**src/rtl/score_pkg.sv**
```systemverilog
// Shared definitions for the score sequencer: FSM state codes and digit constants.
package score_pkg;

  localparam logic [1:0] ST_IDLE = 2'd0;
  localparam logic [1:0] ST_PLAY = 2'd1;
  localparam logic [1:0] ST_HOLD = 2'd2;
  localparam logic [1:0] ST_OVER = 2'd3;

  typedef enum logic [1:0] {
    S_IDLE = ST_IDLE,
    S_PLAY = ST_PLAY,
    S_HOLD = ST_HOLD,
    S_OVER = ST_OVER
  } state_e;

  localparam logic [3:0] BLANK_CODE = 4'd15;
  localparam logic [3:0] MAX_DIGIT  = 4'd9;

  // Renderer digit: the score itself, or the all-segments-off code when blanked.
  function automatic logic [3:0] digit_out(input logic [3:0] score, input logic blank);
    return blank ? BLANK_CODE : score;
  endfunction

endpackage

```
**src/rtl/score_ctrl_if.sv**
```systemverilog
// Game-side bundle of score_ctrl: point/start pulses and vsync in, digits and game status out.
interface score_ctrl_if;
  logic       start;
  logic       point0;
  logic       point1;
  logic       vsync;
  logic [3:0] score0;
  logic [3:0] score1;
  logic       play_en;
  logic       game_over;
  logic       winner;

  modport master (
    output start, point0, point1, vsync,
    input  score0, score1, play_en, game_over, winner
  );

  modport slave (
    input  start, point0, point1, vsync,
    output score0, score1, play_en, game_over, winner
  );
endinterface

```
**src/rtl/vga_frame_tick.sv**
```systemverilog
// Synchronises the active-low VGA vsync and emits a one-cycle registered pulse per falling edge.
module vga_frame_tick (
  input  logic clk,
  input  logic rst_n,
  input  logic vsync_i,
  output logic frame_tick_o
);

  // [0],[1] form the synchroniser; [2] holds the previous synchronised sample.
  logic [2:0] sync_q;
  logic       tick_q;

  // Sample vsync and flag a high-to-low transition of the synchronised level.
  always_ff @(posedge clk or negedge rst_n) begin
    if (!rst_n) begin
      sync_q <= 3'b000;
      tick_q <= 1'b0;
    end else begin
      sync_q <= {sync_q[1:0], vsync_i};
      tick_q <= sync_q[2] & ~sync_q[1];
    end
  end

  assign frame_tick_o = tick_q;

endmodule

```
**src/rtl/score_ctrl.sv**
```systemverilog
// Game-score sequencer: owns both displayed digits, freezes play after each point,
// detects the win and blinks the winner's digit until restart.
module score_ctrl
  import score_pkg::*;
#(
  parameter int WIN_SCORE    = 9,
  parameter int HOLD_FRAMES  = 60,
  parameter int BLINK_FRAMES = 30
) (
  input logic         clk,
  input logic         rst_n,
  score_ctrl_if.slave bus
);

  localparam logic [3:0] WIN_N   = (WIN_SCORE > int'(MAX_DIGIT)) ? MAX_DIGIT : 4'(WIN_SCORE);
  localparam logic [7:0] HOLD_N  = 8'(HOLD_FRAMES);
  localparam logic [7:0] BLINK_N = 8'(BLINK_FRAMES);

  logic       frame_tick_s;
  state_e     state_q, state_d;
  logic [3:0] sc0_q, sc0_d, sc1_q, sc1_d;
  logic [7:0] hold_q, hold_d, blink_q, blink_d;
  logic       blank_q, blank_d, winner_q, winner_d;
  logic [3:0] score0_q, score1_q;
  logic       play_en_q, game_over_q;
  logic [3:0] new_sc_s;
  logic [3:0] disp0_s, disp1_s;

  vga_frame_tick u_frame_tick (
    .clk          (clk),
    .rst_n        (rst_n),
    .vsync_i      (bus.vsync),
    .frame_tick_o (frame_tick_s)
  );

  // Next-state logic for the game FSM, scores and frame counters.
  always_comb begin
    state_d  = state_q;
    sc0_d    = sc0_q;
    sc1_d    = sc1_q;
    hold_d   = hold_q;
    blink_d  = blink_q;
    blank_d  = blank_q;
    winner_d = winner_q;
    new_sc_s = (bus.point1 ? sc1_q : sc0_q) + 4'd1;
    case (state_q)
      S_IDLE: begin
        if (bus.start) begin
          state_d = S_PLAY;
        end else begin
          state_d = S_IDLE;
        end
      end
      S_PLAY: begin
        // Simultaneous points cancel each other.
        if (bus.point0 ^ bus.point1) begin
          if (bus.point1) begin
            sc1_d = new_sc_s;
          end else begin
            sc0_d = new_sc_s;
          end
          if (new_sc_s == WIN_N) begin
            state_d  = S_OVER;
            winner_d = bus.point1;
            blink_d  = 8'd0;
            blank_d  = 1'b0;
          end else begin
            state_d = S_HOLD;
            hold_d  = 8'd0;
          end
        end else begin
          state_d = S_PLAY;
        end
      end
      S_HOLD: begin
        if (frame_tick_s) begin
          if (hold_q + 8'd1 == HOLD_N) begin
            state_d = S_PLAY;
            hold_d  = 8'd0;
          end else begin
            hold_d = hold_q + 8'd1;
          end
        end else begin
          hold_d = hold_q;
        end
      end
      S_OVER: begin
        if (bus.start) begin
          state_d = S_IDLE;
          sc0_d   = 4'd0;
          sc1_d   = 4'd0;
          blink_d = 8'd0;
          blank_d = 1'b0;
        end else if (frame_tick_s) begin
          if (blink_q + 8'd1 == BLINK_N) begin
            blink_d = 8'd0;
            blank_d = ~blank_q;
          end else begin
            blink_d = blink_q + 8'd1;
          end
        end else begin
          blink_d = blink_q;
        end
      end
      default: begin
        state_d = S_IDLE;
      end
    endcase
  end

  // Display mux evaluated on next-state values so the outputs can be registered.
  always_comb begin
    disp0_s = digit_out(sc0_d, (state_d == S_OVER) && blank_d && !winner_d);
    disp1_s = digit_out(sc1_d, (state_d == S_OVER) && blank_d && winner_d);
  end

  // Game state and registered outputs.
  always_ff @(posedge clk or negedge rst_n) begin
    if (!rst_n) begin
      state_q     <= S_IDLE;
      sc0_q       <= 4'd0;
      sc1_q       <= 4'd0;
      hold_q      <= 8'd0;
      blink_q     <= 8'd0;
      blank_q     <= 1'b0;
      winner_q    <= 1'b0;
      score0_q    <= 4'd0;
      score1_q    <= 4'd0;
      play_en_q   <= 1'b0;
      game_over_q <= 1'b0;
    end else begin
      state_q     <= state_d;
      sc0_q       <= sc0_d;
      sc1_q       <= sc1_d;
      hold_q      <= hold_d;
      blink_q     <= blink_d;
      blank_q     <= blank_d;
      winner_q    <= winner_d;
      score0_q    <= disp0_s;
      score1_q    <= disp1_s;
      play_en_q   <= (state_d == S_PLAY);
      game_over_q <= (state_d == S_OVER);
    end
  end

  assign bus.score0    = score0_q;
  assign bus.score1    = score1_q;
  assign bus.play_en   = play_en_q;
  assign bus.game_over = game_over_q;
  assign bus.winner    = winner_q;

endmodule

```
**src/flat_wrapper.sv**
```systemverilog
// flat-port wrapper written by rule: the top's interface ports become plain ports
module score_ctrl_flat import score_pkg::*;
#(
  parameter int WIN_SCORE    = 9,
  parameter int HOLD_FRAMES  = 60,
  parameter int BLINK_FRAMES = 30
)
  (clk, rst_n, bus_start, bus_point0, bus_point1, bus_vsync, bus_score0, bus_score1, bus_play_en, bus_game_over, bus_winner);
  score_ctrl_if bus_i ();
  input logic clk;
  input logic rst_n;
  input wire logic [$bits(bus_i.start)-1:0] bus_start;
  input wire logic [$bits(bus_i.point0)-1:0] bus_point0;
  input wire logic [$bits(bus_i.point1)-1:0] bus_point1;
  input wire logic [$bits(bus_i.vsync)-1:0] bus_vsync;
  output wire logic [$bits(bus_i.score0)-1:0] bus_score0;
  output wire logic [$bits(bus_i.score1)-1:0] bus_score1;
  output wire logic [$bits(bus_i.play_en)-1:0] bus_play_en;
  output wire logic [$bits(bus_i.game_over)-1:0] bus_game_over;
  output wire logic [$bits(bus_i.winner)-1:0] bus_winner;
  assign bus_i.start = bus_start;
  assign bus_i.point0 = bus_point0;
  assign bus_i.point1 = bus_point1;
  assign bus_i.vsync = bus_vsync;
  assign bus_score0 = bus_i.score0;
  assign bus_score1 = bus_i.score1;
  assign bus_play_en = bus_i.play_en;
  assign bus_game_over = bus_i.game_over;
  assign bus_winner = bus_i.winner;
  score_ctrl #(.WIN_SCORE(WIN_SCORE), .HOLD_FRAMES(HOLD_FRAMES), .BLINK_FRAMES(BLINK_FRAMES)) u_core (.clk(clk), .rst_n(rst_n), .bus(bus_i));
endmodule
```
**config.mk**
```make
export PLATFORM = sky130hd
export DESIGN_NAME = score_ctrl_flat
export DESIGN_NICKNAME = d
export VERILOG_FILES = /design/src/rtl/score_pkg.sv /design/src/rtl/score_ctrl_if.sv /design/src/rtl/vga_frame_tick.sv /design/src/rtl/score_ctrl.sv /design/src/flat_wrapper.sv
export SDC_FILE = /design/constraint.sdc
export NUM_CORES = 1
export LEC_CHECK = 0
export CORE_MARGIN = 4
export CORE_UTILIZATION = 50
export CTS_BUF_LIST = sky130_fd_sc_hd__clkbuf_4
export DETAILED_ROUTE_END_ITERATION = 10
export GPL_ROUTABILITY_DRIVEN = 0
export PLACE_DENSITY = 0.7
export SLEW_MARGIN = 20
export SYNTH_ARGS = -nofsm -noshare
export SYNTH_HDL_FRONTEND = slang
export SYNTH_SLANG_ARGS = --single-unit
```
**constraint.sdc**
```tcl
create_clock -name clk -period 5.75 [get_ports clk]
set_input_delay 0.8625 -clock clk [delete_from_list [all_inputs] [get_ports clk]]
set_output_delay 0.8625 -clock clk [all_outputs]
set_load 0.01 [all_outputs]
```
== After elaboration in Yosys (flattened, before gate mapping) ==
Cells that the tools add are included.
W data, S select, Z words.
Word-level totals
  register bits: 42
  bits of input ports: 6
  output and inout bits: 11
  word-level logic and storage cells: 80
Cells by class
  $add $sub $neg: 3
  equality and inequality tests: 13
  muxes and demuxes: 38
  bitwise gates (word level): 4
  reduce and logical (&&, ||, !) cells: 9
Operator list (number)
  $mux W8: 9
  $mux W4: 9
  $pmux W8 S2: 2
  $add A8 B1 Y8 const B: 2
  $pmux W4 S2: 2
  $mux W1: 10
  $eq A8 B5 Y1 const B: 1
  $eq A8 B6 Y1 const B: 1
  $mux W2: 4
  $pmux W2 S4: 1
  $reduce_and A4 Y1: 2
  $eq A2 B2 Y1 const B: 3
  $add A4 B1 Y4 const B: 1
  $eq A2 B1 Y1 const B: 2
  $eq A4 B4 Y1 const B: 1
  $ne A2 B1 Y1 const B: 2
  $ne A2 B2 Y1 const B: 2
  $reduce_bool A2 Y1: 2
  $logic_and A1 B1 Y1: 3
  $ne A3 B3 Y1 const B: 1
  $logic_not A2 Y1: 1
  $not A1 Y1: 2
  $pmux W1 S2: 1
  $and A1 B1 Y1: 1
  2 further kinds: 2

== Depth between registers and ports, before layout ==
Gate-level depths: netlist of run 1.
  depth in word-level cells: 10
  gate-level depth with buffers: 9

== Hierarchy ==
A second synthesis of run 1 with hierarchy kept.
Unflattened totals
  cells, all modules: 240
  area total of the unflattened synthesis: 2287.2 µm²
By module, submodules not included
  score_ctrl: instances 1, cells each 235, area an instance 2173.3 µm², seq. area each 950.9 µm²
  vga_frame_tick: instances 1, cells each 5, area an instance 113.9 µm², seq. area each 100.1 µm²

== Worst setup path before layout of run 1 ==
OpenSTA, ideal clock, no wires.
  path kind: input -> register
  start point: input bus_point1
  end point: register u_core.blink_q[7]
  setup time: 124 ps
  arrival time: 2537 ps
  data required time: 5626 ps
  slack: 3089 ps
  stages: 9
  path buffers: 1
  cells stage by stage: buf_6 -> mux2i_1 -> inv_1 -> ha_1 -> xor2_1 -> nand4b_1 -> o21bai_2 -> o211ai_2 -> a211o_1
Between the ends
  cells in the longest elaborated chain, start to end: 5
  elaborated cells on any way between the ends: 7
  those cells by class: 1 x add/sub; 3 x eq/ne; 1 x mux; 1 x bitwise; 1 x reduce/logical
Ends and longest elaborated chain
  start, declared: line flat_wrapper.sv:14  | input wire logic [$bits(bus_i.point1)-1:0] bus_point1;
  $mux W4: line score_ctrl.sv:45  | new_sc_s = (bus.point1 ? sc1_q : sc0_q) + 4'd1;
  $add A4 B1 Y4: line score_ctrl.sv:45
  $eq A4 B4 Y1: line score_ctrl.sv:62  | if (new_sc_s == WIN_N) begin
  $ne A2 B1 Y1 (no source line)
  $reduce_and A4 Y1 (no source line) *
  end signal, assigned: line score_ctrl.sv:136  | blink_q <= blink_d;
  end, declared: line score_ctrl.sv:22  | logic [7:0] hold_q, hold_d, blink_q, blink_d;
Mark *: on every way between the ends. The rest lies on a longest branch, timed or not.
A chain may end at the register's enable or synchronous reset.

== Worst setup path after layout of run 1 ==
  start point: input bus_point1
  end point: register u_core.hold_q[6]
Between the ends
  cells in the longest elaborated chain, start to end: 5
  elaborated cells on any way between the ends: 7
  those cells by class: 1 x add/sub; 3 x eq/ne; 1 x mux; 1 x bitwise; 1 x reduce/logical
Ends and longest elaborated chain
  $mux W4: line score_ctrl.sv:45
  $add A4 B1 Y4: line score_ctrl.sv:45
  $eq A4 B4 Y1: line score_ctrl.sv:62
  $ne A2 B2 Y1 (no source line)
  $reduce_and A4 Y1 (no source line) *
  end signal, assigned: line score_ctrl.sv:135  | hold_q <= hold_d;
  end, declared: line score_ctrl.sv:22
Marked as above.

==> results_dict.tcl, run 1 <==
set metrics [dict create \
    synth_top_flop_cell "dfrtp_1" \
    cp_cell_sequence "clkdlybuf4s50_1 > mux2i_1 > inv_1 > ha_1 > xor2_1 > nand4b_1 > a21boi_1 > o21ai_0 > o31ai_1" \
    initial_core_util 0.5344 \
    path_class "primary input to register" \
    cts_tree "yes" \
    switching_share 0.3507 \
    synth_commonest_cells "dfrtp_1 (42), nand2_1 (21), o21ai_0 (21), nand2b_1 (18), nor2_1 (14)" \
    rsz0062_at_grt "no" \
    relSlewSlack 0.3931 \
    cts_resized 0 \
    synthCells 221 \
    pwr-share-clk 0.188 \
    clk_latency_ps 340 \
    synth_top_area_frac 0.4746 \
    r2r_start "u_core.sc1_q[1]" \
    tns_ps 0 \
    fp.dieW_um 74.55 \
    drt_wl_total_um 4124 \
    yosys.cell_count.top_type "dfrtp_1" \
    drc_errors 0 \
    num_rows 23 \
    min_to "u_core.u_frame_tick.sync_q[1]" \
    period_minus_slack_ps 3234 \
    cts_buffers 5 \
    overflow 0 \
    worst_setup_path_start_kind "primary input" \
    synthTopCellsByArea "dfrtp_1 (47%), nand2b_1 (5.1%), o21ai_0 (4.7%)" \
    cts_setup_buffers 0 \
    critPathMaxStageDelay_ps 740 \
    track_usage 0.1676 \
    grt_first_pass_wirelength_um 7182 \
    avgViaCountPerCell 5.669 \
    skew_ps 9.390 \
    async_flop_share 1.000 \
    die_h_um 74.55 \
    rrSetupSlack_ps 3430 \
    layout-drive-gt1-share 0.09583 \
    core_um2 4144 \
    maxCapViolCount 0 \
    r2r_cells 8 \
    syn_to_final_growth_pct 11.86 \
    hold-path-cell-count 0 \
    cpMaxStageDelayCell "clkdlybuf4s50_1" \
    power_leakage_nw 1.116 \
    fillers 370 \
    hold_viol 0 \
    synth_top_cell_by_area "dfrtp_1" \
    multiInputGateArea_um2 1096 \
    r2r-end "u_core.hold_q[6]" \
    first_pass_iters 5 \
    cp_max_fo 11 \
    seq_area_frac_synth 0.4746 \
    clock.fmax_mhz 309.3 \
    via_count 1644 \
    grt_max_degree 43 \
    ff_latch_area_um2 1051 \
    min_from "u_core.u_frame_tick.sync_q[0]" \
    clk_pin_slew_worst_paths_ps 120 \
    worst_pin_slew_ps 910.3 \
    ys_seq_elements 42 \
    nets 250 \
    ir_worst_vdd_uv 222.4 \
    critPathCaptureType "register" \
    postCtsHoldBufs 0 \
    clockBufferDepth 2 \
    switching_power_w 0.0003565 \
    synth_area_um2 2215 \
    drt_iter0_drc 86 \
    diodes 0 \
    setup_violations 0 \
    finalCritPeriodShare 0.5624 \
    seqPwrFrac 0.448 \
    worst_ep_arrival_time_ps 3490 \
    h-tree-depth 2 \
    required_ps 6000 \
    grt_pass1_vias 1534 \
    port-buffer-count 16 \
    synth_fp_nets 232 \
    syn_avg_cell_area_um2 10.02 \
    clock-sinks 42 \
    p_int_w 0.0006599 \
    ys_types 47 \
    finalMaxSlewViolations 0 \
    die_area_um2 5558 \
    hp-class "register to register" \
    synth_edf_count 0 \
    p_per_area_nw_per_um2 410.3 \
    ant_nets 0 \
    post-dp-hpwl_um 2971 \
    power_frac_comb 0.364 \
    wire_per_inst_um 14.22 \
    antenna_found_initial 0 \
    synth_warnings 0 \
    io_pins 17 \
    outcome "complete, no violations" \
    post-route-util 0.5978 \
    cts_root_buffer "clkbuf_4" \
]
==> state kept, by name, summed over array words and instances (netlist names) <==
| name | count |
|---|---|
| u_core.hold_q | 8 |
| u_core.state_q | 2 |
| u_core.u_frame_tick.sync_q | 3 |
| u_core.bus.game_over | 1 |
| u_core.blink_q | 8 |
| u_core.u_frame_tick.frame_tick_o | 1 |
| u_core.bus.score1 | 4 |
| u_core.blank_q | 1 |
| u_core.sc1_q | 4 |
| u_core.bus.play_en | 1 |
| u_core.sc0_q | 4 |
| u_core.bus.score0 | 4 |
| u_core.bus.winner | 1 |
==> critical path: cells and delay by family <==
kind	cells	cell delay (ps)
AO/OA/AOI/OAI	3	850
XOR/XNOR	1	160
adder cells (fa/ha/maj)	1	250
buffers and inverters	2	810
multiplexers	1	290
AND/OR/NAND/NOR	1	250
==> routing by layer <==
layer	part of all wire	GRT usage
met4	0.0085	0.04743
met5	0	0
met3	0.039	0.03919
met1	0.53	0.2487
met2	0.43	0.2449
==> layout make-up <==
class	count	area share
clock buffers	7	0.02121
flip-flops and latches	42	0.4242
multi-input cells	166	0.4424
clock inverters	1	0.01212
well taps	50	0.02525
inverters	8	0.01212
repair buffers	16	0.06263
==> cells by family after synthesis <==
logic type,count (synthesis),share of synthesized area
and+or+nand+nor,89,0.2181
xor gates and xnor gates,3,0.01187
AOI/OAI and AO/OA,61,0.2000
buffers and inverters,13,0.03051
DFF,42,0.4746
adders and majority gates,5,0.02825
muxes,8,0.03672
==> stage by stage <==
stage / instances / hold WS [ps] / total power [W] / cell area, um2 / setup slack (ps)
detailed placement: 282 / 341.0 / 0.0008331 / 2395 / 2192
floorplan: 221 / 331.2 / 0.0006917 / 2215 / 3089
finish: 290 / 365.2 / 0.001016 / 2477 / 2516
CTS: 290 / 369.6 / 0.001028 / 2477 / 2550
global route: 290 / 372.6 / 0.001104 / 2477 / 2287
global placement: 282 / 334.7 / 0.0008298 / 2395 / 2237
==> how the worst max path moves through the flow <==
stage / startpoint / slack, ps / cells past startpoint / endpoint
finish: bus_point1 / 2520 / 9 / u_core.hold_q[6]
global route: bus_point1 / 2290 / 9 / u_core.hold_q[3]
CTS: bus_point1 / 2550 / 9 / u_core.blink_q[7]
detailed placement: bus_point1 / 2190 / 9 / u_core.blink_q[7]
global placement: bus_point1 / 2240 / 9 / u_core.blink_q[7]
floorplan: bus_point1 / 3090 / 9 / u_core.blink_q[7]
==> power groups by stage <==
stage	Clock (W)	Combinational (W)	Sequential [W]
floorplan	0	0.000245	0.000447
global placement	0	0.000370	0.000460
detailed placement	0	0.000372	0.000461
CTS	0.000199	0.000375	0.000454
global route	0.000211	0.000424	0.000469
finish	0.000191	0.000370	0.000455
==> placed cells by master, fill, tap and decap left out, drive strengths merged, types with 3 or more instances in the layout <==
| cell | n |
|---|---|
| dfrtp | 42 |
| o2bb2ai | 4 |
| clkbuf | 7 |
| inv | 8 |
| xor2 | 3 |
| mux2i | 7 |
| nand2b | 18 |
| a21oi | 7 |
| and3 | 4 |
| a21o | 5 |
| ha | 5 |
| o21ai | 22 |
| clkdlybuf4s50 | 15 |
| nor2 | 14 |
| nand3 | 12 |
| nand2 | 21 |
| o31ai | 5 |
| a31oi | 3 |
| nor2b | 3 |
Note: power is estimated with default switching activity, not from simulation.
==> inputs of run 2 (changes only) <==
Settings changed: PLACE_DENSITY 0.7 to 0.73.
Clock period 5.75 ns to 2.72 ns, I/O delays scaled along.
==> results_dict.tcl, run 2 (same netlist as run 1, synthesis figures left out) <==
set metrics [dict create \
    worst_ep_arrival_time_ps 2590 \
    path_class "primary input to register" \
    nets 256 \
    hold_ws_ps 163.8 \
    cts_buffers 5 \
    worst_pin_slew_ps 895.6 \
    outcome "complete, no violations" \
    tns_ps 0 \
    postCtsHoldBufs 0 \
    clockBufferDepth 2 \
    ir_worst_vdd_uv 508.0 \
    clock-sinks 42 \
    fillers 364 \
    setup_violations 0 \
    fp.dieW_um 74.55 \
    io_pins 17 \
    die_area_um2 5558 \
    cts_setup_buffers 0 \
    finalCritPeriodShare 0.8582 \
    cp_max_fo 7 \
    skew_ps 7.090 \
    overflow 0 \
    r2r-end "u_core.bus.score1[2]" \
    ant_nets 0 \
    p_per_area_nw_per_um2 891.6 \
    power_leakage_nw 1.150 \
    avgViaCountPerCell 5.591 \
    post-dp-hpwl_um 3149 \
    clk_pin_slew_worst_paths_ps 120 \
    initial_core_util 0.5344 \
    h-tree-depth 2 \
    grt_pass1_vias 1542 \
    layout-drive-gt1-share 0.1138 \
    grt_max_degree 43 \
    via_count 1655 \
    period_minus_slack_ps 2334 \
    track_usage 0.1725 \
    critPathCaptureType "register" \
    finalMaxSlewViolations 0 \
    syn_to_final_growth_pct 14.75 \
    diodes 0 \
    wire_per_inst_um 14.56 \
    antenna_found_initial 0 \
    cts_resized 0 \
    clock.fmax_mhz 428.4 \
    drt_wl_total_um 4310 \
    reg.largest.list "u_core.blink_q: 8 flops, u_core.hold_q: 8 flops" \
    final_cell_count_no_fill 296 \
    cts_root_buffer "clkbuf_4" \
    cpMaxStageDelayCell "clkdlybuf4s50_1" \
    hp-class "primary input to asynchronous set/reset pin" \
    drt_iter0_drc 80 \
    port-buffer-count 16 \
    final_cell_mix "dfrtp_1 (42), nand2_1 (21), o21ai_0 (21)" \
    grt_first_pass_wirelength_um 7307 \
    maxCapViolCount 0 \
    required_ps 2980 \
    cp_cell_sequence "clkdlybuf4s50_1 > mux2i_1 > inv_1 > ha_1 > xor2_1 > nand4b_1 > o21bai_2 > o211ai_2 > buf_4 > a21o_1" \
    r2r_cells 7 \
    r2r_start "u_core.blink_q[0]" \
    dp_cells 288 \
    first_pass_iters 4 \
    num_rows 23 \
    die_h_um 74.55 \
    hold_viol 0 \
    drc_errors 0 \
    critPathMaxStageDelay_ps 580 \
    clk_latency_ps 350 \
    rrSetupSlack_ps 490 \
    worst_setup_path_start_kind "primary input" \
    layout_commonest_cell "dfrtp_1" \
    rsz0062_at_grt "no" \
    cts_tree "yes" \
    core_um2 4144 \
    relSlewSlack 0.4030 \
]
[run 2: cell types whose count changed in the layout (fill, tap and decap cells not counted), sizes merged]
cell | previous run | this run
clkbuf | 7 | 5
clkinv | 0 | 1
buf | 1 | 7
bufinv | 1 | 2
[run 2: worst max path at each step]
stage / startpoint / to / slack, ps / cells past startpoint
4_1_cts: bus_point1 / u_core.blink_q[6] / 400 / 10
2_1_floorplan: bus_point1 / u_core.blink_q[7] / 510 / 9
5_1_grt: bus_point1 / u_core.hold_q[5] / 220 / 11
3_5_place_dp: bus_point1 / u_core.blink_q[6] / 20 / 10
3_3_place_gp: bus_point1 / u_core.blink_q[2] / 120 / 10
6_report: bus_point1 / u_core.blink_q[6] / 390 / 10
[run 2: per-layer routing]
metal	GRT usage	share of wire	vias to the layer above
li1	-	-	845
met1	0.2538	0.53	784
met4	0.05336	0.0081	0
met5	0	0	-
met3	0.03919	0.036	4
met2	0.2527	0.43	22
[run 2: area by class of cell]
type,instances,area (um2),area share
tap,50,62.56,0.02462
clock buffer,5,37.54,0.01477
timing repair buffer,22,200.2,0.07878
multi-input combinational,166,1096,0.4313
inverter,8,30.03,0.01182
sequential,42,1051,0.4136
clock inverter,3,63.81,0.02511
[run 2: power by group]
| group | internal (W) | switching, W |
|---|---|---|
| registers | 0.000795 | 0.000165 |
| logic | 0.000412 | 0.000407 |
| clock network | 0.000283 | 0.000203 |
[run 2: worst max-delay path, delay by kind of cell]
kind,cells,cell delay (ps)
xor gates and xnor gates,1,150
and+or+nand+nor,1,190
muxes,1,290
adders and majority gates,1,200
AOI/OAI and AO/OA,3,510
buffers and inverters,3,840
[run 2: per-stage QoR]
step	setup WS (ps)	instance area (um2)	util	total power (W)
final	385.6	2541	0.6132	0.002266
after global routing	219.9	2541	0.6132	0.002442
after CTS	400.5	2541	0.6132	0.002283
after detailed placement	19.27	2440	0.5888	0.001794
after global placement	120.0	2440	0.5888	0.001777
after floorplan	513.7	2215	-	0.001462
